<file path="config.mk">
export PLATFORM = sky130hd
export DESIGN_NAME = async_regfile_mp
export DESIGN_NICKNAME = d
export VERILOG_FILES = /design/src/rtl/regfile_pkg.sv /design/src/rtl/hs_slave.sv /design/src/rtl/async_regfile_mp.sv
export SDC_FILE = /design/constraint.sdc
export NUM_CORES = 1
export LEC_CHECK = 0
export CAP_MARGIN = 5
export CELL_PAD_IN_SITES_DETAIL_PLACEMENT = 0
export CELL_PAD_IN_SITES_GLOBAL_PLACEMENT = 1
export CORE_UTILIZATION = 51
export DETAILED_ROUTE_END_ITERATION = 10
export HOLD_SLACK_MARGIN = 0.06
export PLACE_DENSITY = 0.81
export SYNTH_ARGS = -nofsm -noshare
export SYNTH_HDL_FRONTEND = slang
export SYNTH_SLANG_ARGS = --single-unit
</file>
<file path="constraint.sdc">
create_clock -name clk -period 2.4 [get_ports clk]
set_input_delay 0.48 -clock clk [delete_from_list [all_inputs] [get_ports clk]]
set_output_delay 0.48 -clock clk [all_outputs]
set_load 0.05 [all_outputs]
</file>
<file path="src/rtl/regfile_pkg.sv">
// Shared types and helpers for the async multi-port register file.
// Handshake state encoding and address range check.
package regfile_pkg;

   typedef enum logic {
      HS_IDLE = 1'b0,
      HS_ACK  = 1'b1
   } hs_state_t;

   function automatic logic addr_valid(
      input int unsigned addr,
      input int unsigned nregs
   );
      return addr < nregs;
   endfunction

endpackage

</file>
<file path="src/rtl/hs_slave.sv">
// Four-phase req/ack slave, one per register file port.
// accept pulses on the edge where a new request is taken.
module hs_slave
   import regfile_pkg::*;
(
   input  logic clk,
   input  logic rst,
   input  logic req,
   output logic ack,
   output logic accept
);

   hs_state_t state;
   hs_state_t state_nxt;

   // state register, synchronous reset back to idle
   always_ff @(posedge clk) begin
      if (rst) begin
         state <= HS_IDLE;
      end else begin
         state <= state_nxt;
      end
   end

   // next state; accept only leaving idle
   always_comb begin
      state_nxt = state;
      accept    = 1'b0;
      unique case (state)
         HS_IDLE: begin
            if (req) begin
               accept    = 1'b1;
               state_nxt = HS_ACK;
            end
         end
         HS_ACK: begin
            if (!req) begin
               state_nxt = HS_IDLE;
            end
         end
         default: state_nxt = HS_IDLE;
      endcase
   end

   assign ack = (state == HS_ACK);

endmodule

</file>
<file path="src/rtl/async_regfile_mp.sv">
// Multi-port register file with per-port four-phase handshakes.
// Write-first forwarding, optional hardwired r0, range protection.
module async_regfile_mp
   import regfile_pkg::*;
#(
   parameter int DataWidth    = 16,
   parameter int NumRegs      = 16,
   parameter int AddrWidth    = 4,
   parameter int NumReadPorts = 2,
   parameter int ZeroReg      = 1
) (
   input  logic                              clk,
   input  logic                              rst,
   input  logic                              wr_req,
   output logic                              wr_ack,
   input  logic [AddrWidth-1:0]              wr_addr,
   input  logic [DataWidth-1:0]              wr_data,
   input  logic [NumReadPorts-1:0]           rd_req,
   output logic [NumReadPorts-1:0]           rd_ack,
   input  logic [NumReadPorts*AddrWidth-1:0] rd_addr,
   output logic [NumReadPorts*DataWidth-1:0] rd_data,
   output logic                              addr_err
);

   logic [DataWidth-1:0] regs [NumRegs];

   logic                    wr_acc;
   logic [NumReadPorts-1:0] rd_acc;

   logic wr_inr;
   logic wr_ok;

   logic [AddrWidth-1:0] rd_a   [NumReadPorts];
   logic [DataWidth-1:0] rd_nxt [NumReadPorts];
   logic [DataWidth-1:0] rd_q   [NumReadPorts];

   logic err_nxt;
   logic err_q;

   hs_slave u_wr_hs (
      .clk    (clk),
      .rst    (rst),
      .req    (wr_req),
      .ack    (wr_ack),
      .accept (wr_acc)
   );

   for (genvar i = 0; i < NumReadPorts; i++) begin : g_rd
      hs_slave u_rd_hs (
         .clk    (clk),
         .rst    (rst),
         .req    (rd_req[i]),
         .ack    (rd_ack[i]),
         .accept (rd_acc[i])
      );
      assign rd_a[i] = rd_addr[i*AddrWidth +: AddrWidth];
      assign rd_data[i*DataWidth +: DataWidth] = rd_q[i];
   end

   // write qualification: in range and not the hardwired zero register
   always_comb begin
      wr_inr = addr_valid(32'(wr_addr), NumRegs);
      wr_ok  = wr_inr;
      if ((ZeroReg != 0) && (wr_addr == '0)) begin
         wr_ok = 1'b0;
      end
   end

   // read data select with write-first forwarding, plus error detect
   always_comb begin
      err_nxt = wr_acc && !wr_inr;
      for (int i = 0; i < NumReadPorts; i++) begin
         rd_nxt[i] = '0;
         if (!addr_valid(32'(rd_a[i]), NumRegs)) begin
            rd_nxt[i] = '0;
            if (rd_acc[i]) begin
               err_nxt = 1'b1;
            end
         end else if ((ZeroReg != 0) && (rd_a[i] == '0)) begin
            rd_nxt[i] = '0;
         end else if (wr_acc && wr_ok && (rd_a[i] == wr_addr)) begin
            rd_nxt[i] = wr_data;
         end else begin
            rd_nxt[i] = regs[rd_a[i]];
         end
      end
   end

   // register array, written only by a qualified accepted write
   always_ff @(posedge clk) begin
      if (rst) begin
         for (int r = 0; r < NumRegs; r++) begin
            regs[r] <= '0;
         end
      end else if (wr_acc && wr_ok) begin
         regs[wr_addr] <= wr_data;
      end
   end

   // per-port read data, loaded on accept and held otherwise
   always_ff @(posedge clk) begin
      if (rst) begin
         for (int i = 0; i < NumReadPorts; i++) begin
            rd_q[i] <= '0;
         end
      end else begin
         for (int i = 0; i < NumReadPorts; i++) begin
            if (rd_acc[i]) begin
               rd_q[i] <= rd_nxt[i];
            end
         end
      end
   end

   // one-cycle out-of-range pulse
   always_ff @(posedge clk) begin
      if (rst) begin
         err_q <= 1'b0;
      end else begin
         err_q <= err_nxt;
      end
   end

   assign addr_err = err_q;

endmodule
</file>
==> results of run 1 <==
[stage by stage]
stage | power [mW] | instance area (sq um)
floorplan | 6.86 | 15400
global placement | 7.45 | 17100
detailed placement | 7.48 | 17100
CTS | 11.9 | 18000
global route | 12.2 | 18000
finish | 11.9 | 18000
[Yosys cell counts, drive strengths merged, types with 4 or more instances]
| cell | n | area (sq um) |
|---|---|---|
| o31ai | 32 | 240 |
| nor2 | 17 | 88.8 |
| a211oi | 34 | 265 |
| nand3 | 31 | 155 |
| nand3b | 5 | 37.5 |
| xnor2 | 8 | 70.1 |
| edfxtp | 288 | 8650 |
| nand2b | 4 | 25.0 |
| nor2b | 5 | 31.3 |
| mux4 | 64 | 1440 |
| clkbuf | 48 | 185 |
| or3b | 5 | 46.3 |
| buf | 58 | 420 |
| o22ai | 64 | 400 |
| and2 | 240 | 1500 |
| or2 | 17 | 106 |
| a31oi | 30 | 188 |
| mux2i | 128 | 1280 |
[registers in the layout, indices dropped and copies added (netlist names)]
register and cells:
rd_q 32, regs 256, g_rd.u_rd_hs.ack 2, u_wr_hs.ack 1
[power by group through the flow]
stage	Clock (mW)	Sequential [mW]	Combinational [mW]
2_1_floorplan	0	6.12	0.744
3_3_place_gp	0	5.99	1.46
3_5_place_dp	0	6.00	1.48
4_1_cts	4.54	5.89	1.48
5_1_grt	4.71	5.91	1.57
6_report	4.49	5.89	1.49
[layout make-up]
class	instances	area, sq um	area share
Sequential cell	291	8710	0.483
Multi-Input combinational cell	716	6080	0.338
Timing Repair Buffer	177	1790	0.0995
Clock buffer	34	787	0.0437
Tap cell	390	488	0.0271
Clock inverter	22	154	0.00854
[layer usage]
layer | global-route usage | vias to the layer above | wire length (um)
li1 | - | 4452 | -
met1 | 0.360 | 4927 | 16900
met2 | 0.433 | 391 | 19200
met3 | 0.0517 | 55 | 3060
met4 | 0.0667 | 0 | 825
met5 | 0 | - | 0
[logic make-up (layout without fill, tap and decap cells)]
group                  after synthesis  after routing
flip-flops                         291            291
multiplexers                       194            194
AO/OA/AOI/OAI                      163            163
other                                1             17
buffers and inverters              106            233
XOR/XNOR                             8              8
AND/OR/NAND/NOR                    334            334
[worst reg2reg max path: stages (launching register included)]
cell and delay, ns:
edfxtp_1 0.39, mux4_2 0.50, mux2_2 0.33, a211oi_1 0.34, a21oi_1 0.11
[worst max-delay path by stage]
| stage | start | end | slack, ns | cells after the start |
|---|---|---|---|---|
| after detailed placement | rd_addr[7] | rd_q[0][25] | -0.30 | 7 |
| after global routing | rd_q[0][21] | rd_data[21] | 0.08 | 1 |
| after CTS | rd_q[0][21] | rd_data[21] | 0.09 | 1 |
| after floorplan | u_wr_hs.ack | regs[12][0] | 0.29 | 4 |
| after global placement | rd_addr[7] | rd_q[0][25] | -0.27 | 7 |
| final | rd_q[0][29] | rd_data[29] | 0.09 | 1 |
==> results.py, run 1 <==
metrics = {
    "global_routing": {
        "overflow": 0,
        "track_usage": 0.263,
        "grt_pass1_wl_mm": 59.9,
        "antenna_found_initial": 0,
        "grt_pass1_vias": 9733,
        "grt_max_degree": 35,
    },
    "routing": {
        "drt-wirelength-per-cell_um": 24.5,
        "drtAntennaViolNets": 0,
        "dr_total_vias": 9825,
        "vias_per_cell": 6.03,
        "first_iter_violations": 968,
        "wirelength_mm": 40.0,
        "first_pass_iters": 8,
        "drc": 1,
    },
    "timing": {
        "hold_viol": 0,
        "rsz0062_at_grt": "false",
        "holdWs_ns": 0.258,
        "tightestPinTransition_ns": 1.22,
        "slew_viol_final": 0,
        "fin_skew_ns": 0.0150,
        "max_freq_mhz": 434,
        "finalCritPeriodShare": 0.961,
        "tns_ns": 0,
        "timing.final.ws_setup_ns": 0.0939,
        "setup_viol": 0,
        "finalCriticalPeriod_ns": 2.31,
        "maxSlewHeadroom": 0.188,
    },
    "job": {
        "drv_cap": 0,
    },
    "run_status": {
        "status": "complete, but fails checks",
        "violations": "DRC",
    },
    "worst_setup_path": {
        "startpoint_type": "flop",
        "crit_type": "reg2out",
        "crit_slowest_cell": "clkdlybuf4s50_1",
        "r2r-start": "regs[15][14]",
        "path_delay_family": "buffers and inverters",
        "endpoint_kind": "output port",
        "cp_slowest_stage_delay_ns": 0.84,
        "rr_endpoint": "rd_q[0][14]",
        "critPathBufInv": 1,
        "critical_path.cell_chain": "clkdlybuf4s50_1",
        "r2r_slack_ns": 0.48,
        "r2r_cells": 4,
        "path_max_fanout": 1,
        "critical_path_required_ns": 1.92,
        "cp.arrival_ns": 1.83,
    },
    "floorplanning": {
        "die_y_um": 175,
        "ios": 69,
        "rows": 63,
        "initial_core_util": 0.518,
        "die_x_um": 175,
        "design.core.area_sq_mm": 0.0296,
        "dieArea_sq_mm": 0.0308,
    },
    "final_layout": {
        "instances_no_fill": 1630,
        "fill_cells": 2318,
        "nets": 1250,
        "diodes": 0,
        "final_util": 0.608,
        "area_growth_pct": 17.4,
        "final_cell_mix": "288 x edfxtp_1, 240 x and2_1, 128 x mux2i_1, 86 x buf_4",
        "final_common_cell": "edfxtp_1",
        "drive_gt1_frac": 0.203,
    },
    "clock_network": {
        "cts_buffers": 31,
        "ctsResizeCount": 0,
        "clock-sinks": 291,
        "post_cts_buffers": 0,
        "cts_hold_buf": 0,
        "h-tree-depth": 1,
        "worstSkewPairLatency_ns": 0.57,
        "cts_root_buf": "clkbuf_16",
        "path_clk_slew_ns": 0.06,
        "cts_tree": "built",
        "clockBufferDepth": 3,
    },
    "power": {
        "pwr-share-comb": 0.125,
        "power_frac_clock": 0.378,
        "power.switching_mw": 2.92,
        "intPower_mw": 8.95,
        "power.leakage_nw": 6.77,
        "p_sw_frac": 0.246,
        "seqPwrFrac": 0.496,
        "ir_drop_mv": 0.492,
        "power_density_mw_per_mm2": 659,
    },
    "placed_design": {
        "dp.cells": 1574,
        "dp_hpwl_mm": 30.0,
        "place_congestion": 0.903,
        "port_buffers": 67,
        "place_ws_ns": -0.296,
    },
    "logic_synthesis": {
        "async_flop_share": 0,
        "synth.mux.area_fraction": 0.179,
        "synth.cell_area_sq_mm": 0.0153,
        "ys_warn_count": 0,
        "synth_cells": 1097,
        "synth_top_family_by_area": "multiplexers",
        "yosys.area_share.adder": 0,
        "synth_edf_count": 288,
        "avgSynthCellArea_sq_um": 14.0,
        "synthXorXnorAreaFrac": 0.00457,
        "synthFlopType": "edfxtp_1",
        "seq_area_frac_synth": 0.568,
        "synth_seq_cells": 291,
        "yosys.area_share.simple": 0.135,
        "synth_compound_area_frac": 0.0737,
        "ys_types": 39,
    },
    "hold_path": {
        "min_to": "g_rd[1].u_rd_hs.ack",
        "min_from": "rst",
        "min_path_cells": 2,
        "hold_path_class": "in2reg",
    },
}
Power figures use the tool's default switching activity.
==> run 2, diff against run 1 <==
Settings changed: TNS_END_PERCENT set to 10.
==> results of run 2 <==
The final DEF is identical to that of run 1; final timing and power are the same.
==> run 3, diff against run 2 <==
Settings changed: SLEW_MARGIN set to 20.
==> run 3 against run 2 <==
Effect of this change:
- global-route usage is the same
- total power is essentially flat
- wire length shrank 0.14%
- sequential share of layout area is essentially flat
- non-clock buffer count is the same
- combinational power is essentially flat
- largest power group unchanged
- critical path type unchanged
- count of clock-buffer cells in the layout is the same
- the run still ends with DRC left
==> results.py, run 3 (synthesis gave the netlist of run 1 again) <==
metrics = {
    "power": {
        "power_frac_clock": 0.378,
        "intPower_mw": 8.95,
        "power.switching_mw": 2.92,
        "p_sw_frac": 0.246,
        "power_density_mw_per_mm2": 659,
        "pwr-share-comb": 0.125,
        "ir_drop_mv": 0.488,
        "power.leakage_nw": 6.77,
        "seqPwrFrac": 0.496,
        "finalPower_mw": 11.9,
    },
    "routing": {
        "drt-wirelength-per-cell_um": 24.5,
        "drtAntennaViolNets": 0,
        "first_iter_violations": 966,
        "first_pass_iters": 8,
        "drc": 1,
        "wirelength_mm": 40.0,
        "dr_total_vias": 9735,
        "vias_per_cell": 5.97,
    },
    "worst_setup_path": {
        "cp_slowest_stage_delay_ns": 0.84,
        "cp.arrival_ns": 1.82,
        "endpoint_kind": "output port",
        "critPathBufInv": 1,
        "startpoint_type": "flop",
        "critical_path_required_ns": 1.92,
        "crit_type": "reg2out",
        "path_max_fanout": 1,
        "critical_path.cell_chain": "clkdlybuf4s50_1",
        "path_delay_family": "buffers and inverters",
        "crit_slowest_cell": "clkdlybuf4s50_1",
    },
    "floorplanning": {
        "ios": 69,
        "initial_core_util": 0.518,
        "die_x_um": 175,
        "rows": 63,
        "die_y_um": 175,
        "design.core.area_sq_mm": 0.0296,
        "dieArea_sq_mm": 0.0308,
    },
    "clock_network": {
        "clockBufferDepth": 3,
        "ctsResizeCount": 0,
        "cts_tree": "built",
        "cts_buffers": 31,
        "post_cts_buffers": 0,
        "h-tree-depth": 1,
        "path_clk_slew_ns": 0.06,
        "clock-sinks": 291,
        "cts_root_buf": "clkbuf_16",
        "worstSkewPairLatency_ns": 0.57,
        "cts_hold_buf": 0,
    },
    "global_routing": {
        "overflow": 0,
        "grt_pass1_vias": 9733,
        "track_usage": 0.263,
        "grt_pass1_wl_mm": 59.9,
        "antenna_found_initial": 0,
        "grt_max_degree": 35,
    },
    "run_status": {
        "violations": "DRC",
        "status": "complete, but fails checks",
    },
    "timing": {
        "slew_viol_final": 0,
        "rsz0062_at_grt": "false",
        "finalCritPeriodShare": 0.960,
        "setup_viol": 0,
        "max_freq_mhz": 434,
        "holdWs_ns": 0.252,
        "tns_ns": 0,
        "maxSlewHeadroom": 0.531,
        "finalCriticalPeriod_ns": 2.30,
        "tightestPinTransition_ns": 0.700,
        "hold_viol": 0,
        "fin_skew_ns": 0.0159,
    },
    "final_layout": {
        "regMostFlops": "regs",
        "nets": 1250,
        "largest_reg_flops": 256,
        "final_util": 0.608,
        "instances_no_fill": 1630,
        "final_cell_mix": "288 x edfxtp_1, 240 x and2_1, 128 x mux2i_1, 86 x buf_4",
        "diodes": 0,
        "area_growth_pct": 17.5,
        "final_common_cell": "edfxtp_1",
        "drive_gt1_frac": 0.205,
    },
    "placed_design": {
        "dp_hpwl_mm": 30.0,
        "port_buffers": 67,
        "place_congestion": 0.903,
        "dp.cells": 1574,
    },
    "job": {
        "drv_cap": 0,
    },
    "hold_path": {
        "hold_path_class": "in2reg",
    },
}
-- run 3: path summary, 6_finish.rpt --
kind | startpoint | end | slack [ns] | cells past startpoint
worst max-delay path | rd_q[0][30] | rd_data[30] | 0.1 | 1
worst min-delay path | rst | g_rd[1].u_rd_hs.ack | 0.25 | 2
worst max register to register | regs[11][14] | rd_q[0][14] | 0.50 | 4
worst min register to register | regs[4][7] | rd_q[0][7] | 0.86 | 4
-- run 3: stage by stage --
stage,setup slack [ns],instance area (sq um)
final,0.0961,18000
after global routing,0.0768,18000
after CTS,0.0894,18000
after detailed placement,-0.296,17100
after global placement,-0.273,17100
after floorplan,0.285,15400
-- run 3: area by class of cell --
cell class | instances | area [sq um]
clock buffers | 34 | 787
fillers | 2318 | 11600
multi-input cells | 716 | 6090
clock inverters | 22 | 154
flip-flops and latches | 291 | 8710
well taps | 390 | 488
repair buffers | 177 | 1790
-- run 3: power by group through the flow --
stage                     logic [mW]  clock network, mW  registers, mW
final                           1.49               4.49           5.89
after floorplan                0.744                  0           6.12
after global placement          1.46                  0           5.99
after CTS                       1.48               4.54           5.89
after global routing            1.57               4.71           5.91
after detailed placement        1.48                  0           6.00
-- run 3: per-layer routing --
| layer | share of wire | wire length, um | up-vias | track usage |
|---|---|---|---|---|
| met5 | 0 | 0 | - | 0 |
| li1 | - | - | 4449 | - |
| met2 | 0.48 | 19100 | 343 | 0.433 |
| met3 | 0.075 | 2990 | 58 | 0.0517 |
| met1 | 0.43 | 17000 | 4885 | 0.360 |
| met4 | 0.021 | 844 | 0 | 0.0667 |
